$ cat src/rtl/pattern_seq_if.sv
// pattern_seq_if: command handshake bundle between a controller (master) and pattern_seq (slave)
interface pattern_seq_if;
  logic       cmd_valid;
  logic       cmd_ready;
  logic [7:0] cmd_pattern;
  logic       cmd_auto;
  logic [7:0] cmd_dwell;
  modport master (output cmd_valid, cmd_pattern, cmd_auto, cmd_dwell, input cmd_ready);
  modport slave  (input cmd_valid, cmd_pattern, cmd_auto, cmd_dwell, output cmd_ready);
endinterface

$ cat src/rtl/pattern_seq.sv
// pattern_seq: frame-synchronous test-pattern selector; auto-cycle mode is built only with PATTERN_SEQ_AUTO_EN
module pattern_seq #(
  parameter logic [7:0] MAX_PATTERN   = 8'd5,
  parameter logic [7:0] RESET_PATTERN = 8'd5
) (
  input  logic         clk_in,
  input  logic         reset_n,
  input  logic         vn_in,
  pattern_seq_if.slave cmd,
  output logic [7:0]   pattern,
  output logic         switch_pulse,
  output logic         busy
);
`ifdef PATTERN_SEQ_AUTO_EN
  typedef enum logic [1:0] {MANUAL = 2'd0, PENDING = 2'd1, AUTO = 2'd2} state_t;
`else
  typedef enum logic [1:0] {MANUAL = 2'd0, PENDING = 2'd1} state_t;
`endif
  state_t     r_state, w_state_n;
  logic       r_vn_d, r_switch;
  logic [7:0] r_pattern, w_pattern_n, r_code, w_code_n, w_clamp;
  logic       w_fb, w_xfer, w_load;
`ifdef PATTERN_SEQ_AUTO_EN
  logic       r_auto, w_auto_n;
  logic [7:0] r_dwell, w_dwell_n, r_cnt, w_cnt_n;
`else
  logic       w_unused;
  assign w_unused = ^{cmd.cmd_auto, cmd.cmd_dwell};
`endif
  assign w_fb          = r_vn_d & ~vn_in;
  assign w_xfer        = cmd.cmd_valid & (r_state != PENDING);
  assign w_clamp       = (cmd.cmd_pattern > MAX_PATTERN) ? MAX_PATTERN : cmd.cmd_pattern;
  assign busy          = (r_state == PENDING);
  assign cmd.cmd_ready = ~busy;
  assign pattern       = r_pattern;
  assign switch_pulse  = r_switch;
  // Next-state logic: a new command always wins over the frame boundary, so a command accepted on fb waits a full frame
  always_comb begin
    w_state_n   = r_state;
    w_pattern_n = r_pattern;
    w_code_n    = r_code;
    w_load      = 1'b0;
`ifdef PATTERN_SEQ_AUTO_EN
    w_auto_n    = r_auto;
    w_dwell_n   = r_dwell;
    w_cnt_n     = r_cnt;
`endif
    if (w_xfer) begin
      w_state_n = PENDING;
`ifdef PATTERN_SEQ_AUTO_EN
      w_auto_n  = cmd.cmd_auto;
      if (cmd.cmd_auto) w_dwell_n = (cmd.cmd_dwell == 8'd0) ? 8'd1 : cmd.cmd_dwell;
      else w_code_n = w_clamp;
`else
      w_code_n  = w_clamp;
`endif
    end else if (w_fb && r_state == PENDING) begin
      w_load = 1'b1;
`ifdef PATTERN_SEQ_AUTO_EN
      if (r_auto) begin
        w_pattern_n = 8'd0;
        w_cnt_n     = r_dwell;
        w_state_n   = AUTO;
      end else begin
        w_pattern_n = r_code;
        w_state_n   = MANUAL;
      end
`else
      w_pattern_n = r_code;
      w_state_n   = MANUAL;
`endif
    end
`ifdef PATTERN_SEQ_AUTO_EN
    else if (w_fb && r_state == AUTO) begin
      if (r_cnt == 8'd1) begin
        w_load      = 1'b1;
        w_pattern_n = (r_pattern >= MAX_PATTERN) ? 8'd0 : r_pattern + 8'd1;
        w_cnt_n     = r_dwell;
      end else begin
        w_cnt_n     = r_cnt - 8'd1;
      end
    end
`endif
  end
  // State register; switch strobe is the registered load flag so it coincides with the new pattern
  always_ff @(posedge clk_in or negedge reset_n) begin
    if (!reset_n) begin
      r_state   <= MANUAL;
      r_vn_d    <= 1'b1;
      r_pattern <= RESET_PATTERN;
      r_code    <= 8'd0;
      r_switch  <= 1'b0;
`ifdef PATTERN_SEQ_AUTO_EN
      r_auto    <= 1'b0;
      r_dwell   <= 8'd0;
      r_cnt     <= 8'd0;
`endif
    end else begin
      r_state   <= w_state_n;
      r_vn_d    <= vn_in;
      r_pattern <= w_pattern_n;
      r_code    <= w_code_n;
      r_switch  <= w_load;
`ifdef PATTERN_SEQ_AUTO_EN
      r_auto    <= w_auto_n;
      r_dwell   <= w_dwell_n;
      r_cnt     <= w_cnt_n;
`endif
    end
  end
endmodule
$ cat src/flat_wrapper.sv
// flat-port wrapper written by rule: the top's interface ports become plain ports
module pattern_seq_flat 
#(
  parameter logic [7:0] MAX_PATTERN   = 8'd5,
  parameter logic [7:0] RESET_PATTERN = 8'd5
)
  (clk_in, reset_n, vn_in, pattern, switch_pulse, busy, cmd_cmd_valid, cmd_cmd_pattern, cmd_cmd_auto, cmd_cmd_dwell, cmd_cmd_ready);
  pattern_seq_if cmd_i ();
  input  logic clk_in;
  input  logic reset_n;
  input  logic vn_in;
  output logic [7:0] pattern;
  output logic switch_pulse;
  output logic busy;
  input wire logic [$bits(cmd_i.cmd_valid)-1:0] cmd_cmd_valid;
  input wire logic [$bits(cmd_i.cmd_pattern)-1:0] cmd_cmd_pattern;
  input wire logic [$bits(cmd_i.cmd_auto)-1:0] cmd_cmd_auto;
  input wire logic [$bits(cmd_i.cmd_dwell)-1:0] cmd_cmd_dwell;
  output wire logic [$bits(cmd_i.cmd_ready)-1:0] cmd_cmd_ready;
  assign cmd_i.cmd_valid = cmd_cmd_valid;
  assign cmd_i.cmd_pattern = cmd_cmd_pattern;
  assign cmd_i.cmd_auto = cmd_cmd_auto;
  assign cmd_i.cmd_dwell = cmd_cmd_dwell;
  assign cmd_cmd_ready = cmd_i.cmd_ready;
  pattern_seq #(.MAX_PATTERN(MAX_PATTERN), .RESET_PATTERN(RESET_PATTERN)) u_core (.clk_in(clk_in), .reset_n(reset_n), .vn_in(vn_in), .cmd(cmd_i), .pattern(pattern), .switch_pulse(switch_pulse), .busy(busy));
endmodule
$ cat config.mk
export PLATFORM = sky130hd
export DESIGN_NAME = pattern_seq_flat
export DESIGN_NICKNAME = d
export VERILOG_FILES = /design/src/rtl/pattern_seq_if.sv /design/src/rtl/pattern_seq.sv /design/src/flat_wrapper.sv
export SDC_FILE = /design/constraint.sdc
export NUM_CORES = 1
export LEC_CHECK = 0
export BUFFER_PORTS_ARGS = -buffer_cell sky130_fd_sc_hd__buf_2
export CORE_MARGIN = 10
export CORE_UTILIZATION = 30
export CTS_CLUSTER_DIAMETER = 100
export DETAILED_ROUTE_END_ITERATION = 10
export SETUP_SLACK_MARGIN = 0.05
export SYNTH_ARGS = -nofsm -noshare
export SYNTH_HDL_FRONTEND = slang
export SYNTH_SLANG_ARGS = --single-unit
$ cat constraint.sdc
create_clock -name clk_in -period 1.03 [get_ports clk_in]
set_input_delay 0 -clock clk_in [delete_from_list [all_inputs] [get_ports clk_in]]
set_output_delay 0 -clock clk_in [all_outputs]
set_load 0.02 [all_outputs]
After elaboration in Yosys (flattened, before gate mapping). Cells that the tools add are included.

$lt $le $gt $ge: 1. Bitwise gates (word level): 5. Reductions and logical operators: 3. Eq/ne operators: 2. Mux-type cells: 5.

Operators by type and width (count): $gt 8x3->1 const B (1); $mux 8 (1); $mux 2 (2); $not 1->1 (3); $and 1x1->1 (2); $eq 2x1->1 const B (1); $mux 1 (2); $ne 2x1->1 const B (1); $reduce_and 2->1 (1); $reduce_bool 2->1 (1); $logic_and 1x1->1 (1).

Bits in registers: 20.

Depth between registers and ports, before layout.
Depth in word-level cells: 5. Depth in mapped cells: 3. Mapped depth without buffers: 3.

Least setup slack after synthesis. Ideal clock, no wire load.

Path kind: register to register. Start point: reg u_core.r_state[0]. End point: reg u_core.r_code[1]. Stages on the path, launching flop included: 4. Buffers on the path: 0. Arrival time: 1054 ps. Setup slack: -144 ps. Required time: 910 ps. Setup time: 120 ps. Cells stage by stage: dfrtp_1 nand2b_1 and2_1 a31o_1.

Longest elaborated chain between the ends: 2.

Ends and longest elaborated chain: start, declared (RTL line pattern_seq.sv:19) `state_t r_state, w_state_n;`; start signal, assigned (RTL line pattern_seq.sv:99) `r_state <= w_state_n;`; $ne 2x1->1 (RTL line pattern_seq.sv:31) `assign w_xfer = cmd.cmd_valid & (r_state != PENDING);`; $and 1x1->1 (RTL line pattern_seq.sv:31); end signal, assigned (RTL line pattern_seq.sv:102) `r_code <= w_code_n;`; end, declared (RTL line pattern_seq.sv:21) `logic [7:0] r_pattern, w_pattern_n, r_code, w_code_n, w_clamp;`.

No other way between the ends. A chain may end at the register's enable or synchronous reset.

Worst setup path in the final report.
Start point: reg u_core.r_vn_d. End point: reg u_core.r_pattern[6], in the netlist u_core.pattern[6].

Longest elaborated chain between the ends: 3.

Ends and longest elaborated chain: start, declared (RTL line pattern_seq.sv:20) `logic r_vn_d, r_switch;`; start signal, assigned (RTL line pattern_seq.sv:100) `r_vn_d <= vn_in;`; $and 1x1->1 (RTL line pattern_seq.sv:30) `assign w_fb = r_vn_d & ~vn_in;`; $logic_and 1x1->1 (RTL line pattern_seq.sv:57) `end else if (w_fb && r_state == PENDING) begin`; $reduce_and 2->1 (no line); end signal, assigned (RTL line pattern_seq.sv:101) `r_pattern <= w_pattern_n;`; end, declared (RTL line pattern_seq.sv:21).

No other way between the ends.

==> out/qor.json <==
{
  "postSynthCellCount": {"value": 49},
  "clock_pin_slew_of_the_registers_on_the_worst_case_setup_and_hold_paths": {"value": 100, "unit": "ps"},
  "crit_path_cell_trace": {"value": "nand3b_4 > mux2_2"},
  "final_period_minus_worst_setup_slack": {"value": 1118, "unit": "ps"},
  "worst_ep_arrival_time": {"value": 1300, "unit": "ps"},
  "powerDensity": {"value": 1277, "unit": "nW/um2"},
  "clockRootBuffer": {"value": "clkbuf_4"},
  "clock_buffer_count_from_cts": {"value": 3},
  "start_kind": {"value": "register"},
  "drt_first_iter_violations": {"value": 1},
  "setup_viol": {"value": 14},
  "setup_repair_after_global_routing_missed_its_margin": {"value": "true"},
  "cts-root-to-sink-buffers": {"value": 2},
  "timing.fmax": {"value": 894.3, "unit": "MHz"},
  "timing.critical_path.to_type": {"value": "register"},
  "slowest_delay": {"value": 600, "unit": "ps"},
  "critPathBufInv": {"value": 0},
  "grt_max_degree": {"value": 20},
  "total_via_count_in_the_routed_design": {"value": 507},
  "areaGrowthSynthToFinish": {"value": 46.74, "unit": "%"},
  "globalRoute.totalOverflow": {"value": 0},
  "synth_fp_nets": {"value": 70},
  "gp_routability_congestion": {"value": 0.6895},
  "avgSynthCellArea": {"value": 14.48, "unit": "um2"},
  "worst_path_max_delay_cell": {"value": "dfstp_2"},
  "die_width": {"value": 68.63, "unit": "um"},
  "i_o_pin_count": {"value": 32},
  "vias_per_std_cell": {"value": 4.527},
  "finalWirelength": {"value": 1.543, "unit": "mm"},
  "numPortBuffers": {"value": 22},
  "cts_tree": {"value": "built"},
  "register_to_register_setup_slack": {"value": -90, "unit": "ps"},
  "design.die.area": {"value": 4710, "unit": "um2"},
  "fin_ws": {"value": -88.15, "unit": "ps"},
  "postSynthRegisterBits": {"value": 19},
  "drt-wirelength-per-cell": {"value": 13.78, "unit": "um"},
  "cell_type_group_with_the_largest_total_delay_on_the_critical_path": {"value": "flip-flops"},
  "summed_instance_area_of_the_synthesized_netlist": {"value": 709.4, "unit": "um2"},
  "antenna_found_initial": {"value": 0},
  "violations_in_the_final_reports": {"value": "negative setup slack"},
  "post_synth_main_area_contributors": {"value": "dfrtp_1 56%, mux2_2 13%, dfstp_2 11%"},
  "place_worst_setup_slack": {"value": -80.84, "unit": "ps"},
  "grt_usage": {"value": 7.614, "unit": "%"},
  "report.final.slew_viol_count": {"value": 0},
  "grt_first_pass_wirelength": {"value": 2.649, "unit": "mm"},
  "clock-sinks": {"value": 19},
  "ys_types": {"value": 13},
  "nNetsFinal": {"value": 106},
  "timing_worst_setup_path_type": {"value": "reg -> reg"},
  "insertedDiodeCount": {"value": 0},
  "critical_path_data_required_time": {"value": 1210, "unit": "ps"},
  "tightest_slew": {"value": 409.5, "unit": "ps"},
  "first_global_vias": {"value": 543},
  "fp-row-count": {"value": 17},
  "timing.critical_path.fanout_max": {"value": 5},
  "max-cap-violations": {"value": 0},
  "worst_vdd_ir": {"value": 0.7185, "unit": "mV"},
  "die_height": {"value": 68.63, "unit": "um"},
  "timing.slew.headroom": {"value": 72.70, "unit": "%"},
  "synth_top_area_share": {"value": 56.44, "unit": "%"},
  "synth.largest_area_cell": {"value": "dfrtp_1"},
  "cts_max_level": {"value": 1},
  "final_cell_area": {"value": 1041, "unit": "um2"},
  "dpl_cell_area": {"value": 887.1, "unit": "um2"},
  "layout_worst_path_cycle_share": {"value": 108.6, "unit": "%"},
  "detail_route.first_pass.iterations": {"value": 2},
  "hp-class": {"value": "in -> reg"},
  "core_area": {"value": 2233, "unit": "um2"},
  "clock_insertion_delay_worst_skew": {"value": 290, "unit": "ps"},
  "drive_gt1_share": {"value": 63.10, "unit": "%"},
  "drt_drc_violations_left": {"value": 0},
  "timing.final.hold_violations": {"value": 0},
  "initial_core_util": {"value": 31.76, "unit": "%"},
  "fin_worst_skew": {"value": 2.641, "unit": "ps"},
  "outcome": {"value": "complete, but fails checks"},
  "static-leakage-power": {"value": 0.5365, "unit": "nW"},
  "synth-seq-area-share": {"value": 67.55, "unit": "%"},
  "drtAntennaViolNets": {"value": 0},
  "synth_warnings": {"value": 0}
}
-- kinds of logic (layout without fill, tap and decap cells) --
kind of cell    Yosys count  count (layout)  synth area share (%)
buf+inv                   2              36                 1.059
compound gates            4               4                 3.881
flops                    19              19                 67.55
mux                       8               8                 12.70
simple gates             16              17                 14.82
-- synthesized netlist by cell type --
library cell and instances:
nor2_1 6, dfstp_2 3, nor4_4 1, nor2b_1 1
nand3b_2 1, and2_1 6, a31o_1 1, inv_1 2
a21oi_1 2, dfrtp_1 16, mux2_2 8, a211o_1 1
nand2b_1 1
-- worst paths after layout --
check / startpoint / end / depth (start not counted)
min reg2reg: u_core.r_code[5] / u_core.r_code[5] / 1
max reg2reg: u_core.r_vn_d / u_core.pattern[6] / 2
max: u_core.r_vn_d / u_core.pattern[6] / 2
min in group asynchronous: reset_n / u_core.r_code[2] / 2
min: cmd_cmd_pattern[6] / u_core.r_code[0] / 3
max in group asynchronous: reset_n / u_core.pattern[2] / 2
-- state kept, by name (all words and copies together) (netlist names) --
| name | count |
|---|---|
| u_core.switch_pulse | 1 |
| u_core.r_state | 1 |
| u_core.pattern | 8 |
| u_core.r_vn_d | 1 |
| u_core.r_code | 8 |
-- per-stage QoR --
step / utilization, % / setup TNS, ps / power [mW] / hold WS [ps] / cells
after detailed placement: 39.72 / -523.1 / 0.9313 / -43.45 / 101
after CTS: 44.93 / -696.6 / 1.332 / 0.8194 / 110
after floorplan: - / -284.6 / 0.8538 / -295.6 / 49
after global placement: 39.72 / -380.2 / 0.9281 / -51.93 / 101
after global routing: 46.61 / -1238 / 1.405 / 17.42 / 112
final: 46.61 / -725.2 / 1.330 / 0.7357 / 112
-- power breakdown --
part / internal, mW / total (mW) / switching (mW)
registers: 0.765 / 0.785 / 0.0206
logic: 0.0971 / 0.185 / 0.0884
clock network: 0.151 / 0.359 / 0.208
total: 1.01 / 1.33 / 0.317
-- layout by cell type (no fill, tap or decap) --
master	synthesis	final
nand2b_4	0	1
dfrtp_2	0	1
buf_2	0	18
clkbuf_1	0	1
a31o_1	1	1
dfstp_2	3	3
nand3b_4	0	2
nor2_1	6	5
buf_4	0	1
nor4_4	1	1
a21oi_1	2	2
inv_2	0	2
dfrtp_1	16	15
mux2_2	8	8
nor2_2	0	1
buf_6	0	6
nor2b_1	1	1
dlygate4sd3_1	0	5
and2_4	0	6
a211o_1	1	1
clkbuf_4	0	3
-- routing by layer --
metal,vias to the layer above,track usage (%),wire length (um)
met5,-,0,0
li1,237,-,-
met4,0,5.276,34
met3,4,3.382,126
met2,17,11.18,728
met1,249,8.687,653
-- cell type report --
class	instances	area, um2
Fill cell	219	1192
Sequential cell	19	480.5
Multi-Input combinational cell	29	276.5
Timing Repair Buffer	30	215.2
Tap cell	28	35.03
Clock buffer	4	26.28
Inverter	2	7.507
-- worst register-to-register path: stages, from the launching register on --
cell	delay, ps
dfstp_2	600
nand3b_4	130
mux2_2	290
-- repair_timing --
item	4_1_cts	5_1_grt
gates resized for setup	15	5
setup buffers	0	1
setup endpoints to repair	19	21
endpoints found under the hold margin	23	0
cloned	0	1
pin swaps	5	0
hold buffers	5	0
(Power assumes the default switching activity.)
